### config.mk
export PLATFORM = sky130hd
export DESIGN_NAME = exit_status_blinker
export DESIGN_NICKNAME = d
export VERILOG_FILES = /design/src/rtl/exit_status_blinker.sv
export SDC_FILE = /design/constraint.sdc
export NUM_CORES = 1
export LEC_CHECK = 0
export CORE_ASPECT_RATIO = 0.9
export CORE_MARGIN = 2
export CORE_UTILIZATION = 45
export CTS_BUF_LIST = sky130_fd_sc_hd__clkbuf_8 sky130_fd_sc_hd__clkbuf_16
export CTS_CLUSTER_SIZE = 24
export DETAILED_ROUTE_END_ITERATION = 6
export PLACE_DENSITY_LB_ADDON = 0.3
export SETUP_SLACK_MARGIN = 0.4
export SYNTH_ARGS = -nofsm -noshare
export SYNTH_HDL_FRONTEND = slang
export SYNTH_SLANG_ARGS = --single-unit
### constraint.sdc
create_clock -name clk_i -period 2.76 [get_ports clk_i]
set_input_delay 0.552 -clock clk_i [delete_from_list [all_inputs] [get_ports clk_i]]
set_output_delay 0.552 -clock clk_i [all_outputs]
set_load 0.05 [all_outputs]
### src/rtl/exit_status_blinker.sv
// rtl/exit_status_blinker.sv - latches the first exit report and shows pass/fail plus a blink-coded exit value
//
// Ports:
//   clk_i            core clock
//   rst_ni           synchronous active-low reset
//   exit_valid_i     exit report valid (level); a 0->1 rise is a new report
//   exit_value_i     exit code, sampled on the rise
//   clear_i          synchronous return to IDLE (captured value kept)
//   busy_o           a report is latched
//   captured_value_o latched exit code
//   pass_led_o       steady on when the latched code is zero
//   fail_led_o       steady on when the latched code is non-zero
//   code_led_o       low NBITS bits of the code, MSB first, four slots per bit
module exit_status_blinker #(
    parameter int TICK_CYCLES = 12500000,
    parameter int NBITS       = 8,
    parameter int GAP_SLOTS   = 4
) (
    input  logic        clk_i,
    input  logic        rst_ni,
    input  logic        exit_valid_i,
    input  logic [31:0] exit_value_i,
    input  logic        clear_i,
    output logic        busy_o,
    output logic [31:0] captured_value_o,
    output logic        pass_led_o,
    output logic        fail_led_o,
    output logic        code_led_o
);

    localparam int TW = (TICK_CYCLES > 1) ? $clog2(TICK_CYCLES) : 1;
    localparam int GW = (GAP_SLOTS > 1) ? $clog2(GAP_SLOTS) : 1;

    localparam logic [TW-1:0] TICK_MAX = TW'(TICK_CYCLES - 1);
    localparam logic [GW-1:0] GAP_MAX  = GW'(GAP_SLOTS - 1);
    localparam logic [4:0]    BIT_TOP  = 5'(NBITS - 1);

    typedef enum logic [1:0] {
        S_IDLE  = 2'd0,
        S_PASS  = 2'd1,
        S_BLINK = 2'd2,
        S_GAP   = 2'd3
    } state_t;

    state_t        r_state;
    logic          r_valid_q;
    logic [31:0]   r_captured;
    logic [TW-1:0] r_tick;
    logic [4:0]    r_bit;
    logic [1:0]    r_sub;
    logic [GW-1:0] r_gap;

    state_t        w_state_n;
    logic [31:0]   w_captured_n;
    logic [TW-1:0] w_tick_n;
    logic [4:0]    w_bit_n;
    logic [1:0]    w_sub_n;
    logic [GW-1:0] w_gap_n;

    logic w_rise;
    logic w_slot_end;
    logic w_cur_bit;

    assign w_rise     = exit_valid_i && !r_valid_q;
    assign w_slot_end = (r_tick == TICK_MAX);
    assign w_cur_bit  = r_captured[r_bit];

    always_ff @(posedge clk_i) begin
        if (!rst_ni) begin
            r_state    <= S_IDLE;
            r_valid_q  <= 1'b0;
            r_captured <= '0;
            r_tick     <= '0;
            r_bit      <= '0;
            r_sub      <= '0;
            r_gap      <= '0;
        end else begin
            // Tracks the input even across clear so a held-high valid is not re-captured.
            r_valid_q  <= exit_valid_i;
            r_state    <= w_state_n;
            r_captured <= w_captured_n;
            r_tick     <= w_tick_n;
            r_bit      <= w_bit_n;
            r_sub      <= w_sub_n;
            r_gap      <= w_gap_n;
        end
    end

    always_comb begin
        w_state_n    = r_state;
        w_captured_n = r_captured;
        w_tick_n     = r_tick;
        w_bit_n      = r_bit;
        w_sub_n      = r_sub;
        w_gap_n      = r_gap;

        if (clear_i) begin
            // Clear beats a simultaneous rise; the captured value is kept for inspection.
            w_state_n = S_IDLE;
            w_tick_n  = '0;
            w_bit_n   = '0;
            w_sub_n   = '0;
            w_gap_n   = '0;
        end else begin
            unique case (r_state)
                S_IDLE: begin
                    if (w_rise) begin
                        w_captured_n = exit_value_i;
                        w_tick_n     = '0;
                        w_bit_n      = BIT_TOP;
                        w_sub_n      = '0;
                        w_gap_n      = '0;
                        w_state_n    = (exit_value_i == 32'd0) ? S_PASS : S_BLINK;
                    end
                end
                S_PASS: begin
                end
                S_BLINK: begin
                    w_tick_n = w_slot_end ? '0 : r_tick + 1'b1;
                    if (w_slot_end) begin
                        if (r_sub == 2'd3) begin
                            w_sub_n = '0;
                            if (r_bit == 5'd0) begin
                                w_state_n = S_GAP;
                                w_gap_n   = '0;
                            end else begin
                                w_bit_n = r_bit - 1'b1;
                            end
                        end else begin
                            w_sub_n = r_sub + 1'b1;
                        end
                    end
                end
                S_GAP: begin
                    w_tick_n = w_slot_end ? '0 : r_tick + 1'b1;
                    if (w_slot_end) begin
                        if (r_gap == GAP_MAX) begin
                            w_state_n = S_BLINK;
                            w_bit_n   = BIT_TOP;
                            w_sub_n   = '0;
                        end else begin
                            w_gap_n = r_gap + 1'b1;
                        end
                    end
                end
                default: w_state_n = S_IDLE;
            endcase
        end
    end

    assign busy_o           = (r_state != S_IDLE);
    assign captured_value_o = r_captured;
    assign pass_led_o       = (r_state == S_PASS);
    assign fail_led_o       = (r_state == S_BLINK) || (r_state == S_GAP);
    // Sub-slot 0 is always lit; a '1' bit stays lit through sub-slot 2.
    assign code_led_o       = (r_state == S_BLINK) &&
                              ((r_sub == 2'd0) || (w_cur_bit && (r_sub != 2'd3)));

endmodule

==> results of run 1 <==
power by group:
group | total (uW) | leakage [uW] | switching [uW] | internal, uW
Clock | 868 | 0.0000995 | 419 | 449
Combinational | 352 | 0.000919 | 206 | 145
Sequential | 1030 | 0.000552 | 21.8 | 1000
Yosys cell counts, drive strengths merged, types with 2 or more instances:
library cell | number | area share, %
nand2 | 82 | 8.6
dfxtp | 68 | 38
a21boi | 33 | 6.9
nor2 | 22 | 2.4
nand3 | 20 | 2.8
clkbuf | 16 | 1.7
nand4 | 16 | 3.0
a31oi | 15 | 2.6
inv | 13 | 1.4
buf | 12 | 1.9
nor3 | 10 | 1.4
nor4 | 10 | 2.2
a21oi | 8 | 1.2
mux4 | 8 | 5.0
or3 | 8 | 1.5
xor2 | 8 | 2.0
o21ai | 7 | 1.1
and3 | 6 | 1.0
nand2b | 6 | 1.0
ha | 5 | 1.7
mux2i | 5 | 1.4
nand3b | 5 | 1.0
and4 | 4 | 0.98
nor2b | 4 | 0.70
nor4b | 4 | 1.8
o22ai | 4 | 0.70
o31ai | 3 | 0.77
a211oi | 2 | 0.42
a22oi | 2 | 0.42
o311ai | 2 | 0.49
or2 | 2 | 0.35
xnor2 | 2 | 0.49
metal layers:
layer / vias to the layer above / wire length [um] / GRT usage, %
met5: - / 0 / 0
met4: 0 / 199 / 9.85
met3: 17 / 574 / 5.85
met2: 85 / 4500 / 37.4
met1: 1619 / 4300 / 30.0
li1: 1667 / - / -
repair_timing:
item	CTS	global route
setup endpoints to repair	3	8
buffers inserted	1	2
endpoints found under the hold margin	0	0
gates resized for setup	8	0
pin swaps	3	3
state kept, by name, summed over array words and instances, names as in the netlist:
name,cells
r_bit,5
r_valid_q,1
r_gap,2
r_sub,2
r_tick,24
captured_value_o,32
r_state,2
final cells by class:
class | count | area, um2 | share of cell area [%]
multi-input combinational | 315 | 2060 | 44.5
sequential | 68 | 1370 | 29.5
timing repair buffer | 85 | 822 | 17.8
clock buffer | 10 | 138 | 2.98
tap | 96 | 120 | 2.60
clock inverter | 6 | 71.3 | 1.54
inverter | 13 | 48.8 | 1.06
path summary, 6_finish.rpt:
path                        start                    to  depth (start not counted)
max                      r_bit[0]            code_led_o                          5
min          captured_value_o[19]  captured_value_o[19]                          2
max reg2reg              r_bit[0]              r_gap[1]                          9
min reg2reg  captured_value_o[19]  captured_value_o[19]                          2
through the flow:
stage               instance area (um2)  util [%]  hold slack [ns]  setup WS, ns
finish                             4620      60.7            0.478         0.127
CTS                                4610      60.5            0.481         0.121
global placement                   4370      57.4            0.457         0.395
global route                       4620      60.7            0.503        0.0594
detailed placement                 4370      57.4            0.470         0.351
floorplan                          3590         -            0.447         0.409
kinds of logic (layout without fill, tap and decap cells):
| logic type | Yosys count | after routing | share of synthesized area, % |
|---|---|---|---|
| AND/OR/NAND/NOR | 204 | 204 | 30.1 |
| AO/OA/AOI/OAI | 82 | 82 | 16.1 |
| flip-flops | 68 | 68 | 38.0 |
| buffers and inverters | 41 | 114 | 4.89 |
| multiplexers | 14 | 14 | 6.74 |
| XOR/XNOR | 10 | 10 | 2.44 |
| adder cells (fa/ha/maj) | 5 | 5 | 1.75 |
critical path: stages (launching register included):
cell and delay (ns):
dfxtp_4 0.38, mux4_2 0.50, mux2_2 0.28, o311ai_2 0.29, a21oi_2 0.09, buf_6 0.16
==> impl_metrics.yaml, run 1 <==
global_route:
  grt_pass1_vias: 3182
  grt_pass1_wl_mm: 15.8
  grt_remaining_overflow: 0
  grt_start_max_net_pins: 34
  antenna_found_initial: 0
  grtUsageTotal_pct: 23.2
cells_and_area:
  final_cells: 593
  area_growth_pct: 29.0
  n_antenna_cell: 0
  final_nets: 533
  fillers: 683
  layout_common_cells: "nand2_1 (82), clkdlybuf4s50_1 (68), dfxtp_1 (67)"
  final_common_cell: "nand2_1"
  drive_gt1_share_pct: 11.1
logic_synthesis:
  synth.distinct_cells: 55
  synth_cells: 424
  synth-seq-cells: 68
  ys_seq_area_share_pct: 38.0
  synth-edff-count: 0
  synthArstFlopShare_pct: 0
  yosysWarnings: 0
  ys.flop_type: "dfxtp_1"
  syn_area_per_cell_um2: 8.45
  syn_area_um2: 3580
  syn_nets: 465
sta:
  tns_ns: 0
  maxSlewViolCount: 0
  period_share_pct: 95.4
  fin_skew_ns: 0.00787
  final-setup-viol-count: 0
  period_needed_ns: 2.63
  max_freq_mhz: 380
  relSlewSlack_pct: 49.7
  hold_viol: 0
  worst_pin_slew_ns: 0.752
  rsz0062_at_grt: "yes"
clock_network:
  htree_levels: 3
  cts_hold_buf: 0
  cts-root-buf: "clkbuf_8"
  cts_buffer_depth: 2
  cts_tree: "done"
  cts.sinks: 68
  clock_latency_ns: 0.37
  clk_pin_slew_ns: 0.08
  cts_buffers: 9
pwr:
  p_leak_uw: 0.00157
  cellPowerDensity_nw_per_um2: 486
  power_uw: 2250
  vdd_drop_max_mv: 0.279
placement:
  numPortBuffers: 71
  place_hpwl_mm: 7.02
  gp_congestion: 0.823
  dp.cells: 574
setup_path:
  end_kind: "primary output"
  crit_type: "reg -> out"
  r2r_setup_slack_ns: 0.33
  arrival_ns: 2.08
  critical_path_required_ns: 2.21
  crit_fanout: 3
  start_kind: "register"
routing:
  drc_errors: 0
  wl_mm: 9.58
  wl_per_cell_um: 16.1
  first_pass_iters: 4
  vias: 3388
  viasPerCell: 5.71
  drt_iter0_drc: 182
  ant_nets: 0
floorplanning:
  ios: 72
  core-area_um2: 7620
  initial_core_util_pct: 47.0
  rows: 30
  die_w_um: 98.1
  dieArea_um2: 8690
  die_h_um: 88.7
worst_hold_path:
  hold_class: "reg -> reg"
status:
  status: "finished clean"
job:
  cap_violations: 0
No activity file was read; power rests on OpenSTA's default activity.
==> inputs of run 2 (changes only) <==
Settings changed: CORE_MARGIN 2 to 5.
==> run 2 against run 1 <==
Against the previous run:
- clock power shrank 0.9%
- via count grew 2.2%
- total power grew 0.40%
- combinational power grew 4%
- largest power group unchanged
- clock skew grew 0.0013 ns
- largest cell class unchanged
- hold slack lost 0.0054 ns
- global-route usage shrank 2.4 points
==> impl_metrics.yaml, run 2 (same netlist as run 1, synthesis figures left out) <==
setup_path:
  critical_path_required_ns: 2.21
  max_stage_delay_ns: 0.51
  crit_chain: "mux4_2 -> mux2_2 -> o311ai_2 -> a21oi_2 -> buf_6"
  crit_family: "multiplexers"
  path_buf_inv: 1
  start_kind: "register"
  critPathLaunch: "r_bit[0]"
  arrival_ns: 2.08
  slowest_stage: "mux4_2"
  end_kind: "primary output"
  r2r-start: "r_bit[0]"
  crit_fanout: 3
  r2r-end: "r_gap[1]"
  ff2ff_path_depth: 10
  crit_type: "reg -> out"
  crit_end: "code_led_o"
  path_depth: 5
  r2r_setup_slack_ns: 0.28
placement:
  gp_congestion: 0.808
  place_hpwl_mm: 7.38
  numPortBuffers: 71
  dp.cells: 575
routing:
  drt_iter0_drc: 212
  wl_mm: 10.2
  drc_errors: 0
  wl_per_cell_um: 17.0
  first_pass_iters: 5
  ant_nets: 0
  vias: 3463
  viasPerCell: 5.78
clock_network:
  cts-root-buf: "clkbuf_8"
  cts_tree: "done"
  cts.sinks: 68
  clk_pin_slew_ns: 0.08
  htree_levels: 3
  cts_buffer_depth: 2
  clock_latency_ns: 0.35
  cts_buffers: 9
global_route:
  grt_remaining_overflow: 0
  grt_start_max_net_pins: 34
  grt_pass1_vias: 3391
  grt_pass1_wl_mm: 16.5
  grtUsageTotal_pct: 20.8
  antenna_found_initial: 0
status:
  status: "finished clean"
cells_and_area:
  n_antenna_cell: 0
  largest_reg_flops: 32
  final_cells: 599
  fillers: 686
  final_nets: 539
  drive_gt1_share_pct: 13.9
  final_common_cell: "nand2_1"
  layout_common_cells: "nand2_1 (82), clkdlybuf4s50_1 (68), dfxtp_1 (65)"
  area_growth_pct: 31.6
  fin_util_pct: 61.6
sta:
  max_freq_mhz: 380
  fin_skew_ns: 0.00918
  final-setup-viol-count: 0
  period_share_pct: 95.3
  tns_ns: 0
  relSlewSlack_pct: 46.5
  maxSlewViolCount: 0
  rsz0062_at_grt: "yes"
  worst_pin_slew_ns: 0.799
  period_needed_ns: 2.63
  hold_viol: 0
floorplanning:
  initial_core_util_pct: 46.8
  die_h_um: 94.7
  core-area_um2: 7660
  rows: 30
  dieArea_um2: 9850
  die_w_um: 104
  ios: 72
worst_hold_path:
  hold_class: "reg -> reg"
  worstHoldStart: "captured_value_o[19]"
pwr:
  p_leak_uw: 0.00161
  vdd_drop_max_mv: 0.342
  cellPowerDensity_nw_per_um2: 478
  power_uw: 2250
job:
  cap_violations: 0
-- run 2: cell types whose count changed in the layout (fill, tap and decap cells not counted), sizes merged --
cell      change
clkinvlp      -1
inv           -1
clkinv        +2
buf           +6
-- run 2: power breakdown --
part | switching [uW] | internal, uW | leakage (uW) | total, uW
clock network | 411 | 449 | 0.000103 | 860
logic | 211 | 154 | 0.000957 | 365
registers | 24.3 | 1010 | 0.000553 | 1030
total | 646 | 1610 | 0.00161 | 2250
-- run 2: worst min-delay path, stage by stage (launching register included) --
cell	delay (ns)
dfxtp_1	0.33
nand2_1	0.05
a21boi_1	0.05
-- run 2: area by class of cell --
| class | instances | area (um2) | share of cell area (%) |
|---|---|---|---|
| timing repair buffer | 91 | 871 | 18.5 |
| sequential | 68 | 1370 | 29.0 |
| clock buffer | 10 | 138 | 2.92 |
| inverter | 13 | 53.8 | 1.14 |
| clock inverter | 6 | 72.6 | 1.54 |
| multi-input combinational | 315 | 2090 | 44.4 |
| tap | 96 | 120 | 2.55 |
-- run 2: what timing repair did --
item / 4_1_cts / 5_1_grt
hold buffers: 0 / 0
pin swaps: 1 / 7
gates resized for setup: 10 / 11
setup endpoints to repair: 3 / 11
buffers inserted: 1 / 7
-- run 2: worst min path at each step --
| stage | to | depth (start not counted) |
|---|---|---|
| floorplan | r_gap[1] | 2 |
| global placement | r_gap[1] | 2 |
| detailed placement | captured_value_o[19] | 2 |
| CTS | captured_value_o[19] | 2 |
| global route | captured_value_o[0] | 2 |
| finish | captured_value_o[19] | 2 |
-- run 2: metal layers --
layer  wire length, um  track usage [%]  vias to the layer above
met2              4900             33.8                      124
met1              4390             27.3                     1640
li1                  -                -                     1676
met4               264             7.66                        0
met5                 0                0                        -
met3               601             4.37                       23
-- run 2: metrics by stage --
step | setup WS [ns] | hold slack [ns] | instance area [um2]
after floorplan | 0.409 | 0.447 | 3590
after global placement | 0.302 | 0.458 | 4380
after detailed placement | 0.270 | 0.464 | 4380
after CTS | 0.138 | 0.476 | 4620
after global routing | 0.0668 | 0.503 | 4710
final | 0.129 | 0.473 | 4710
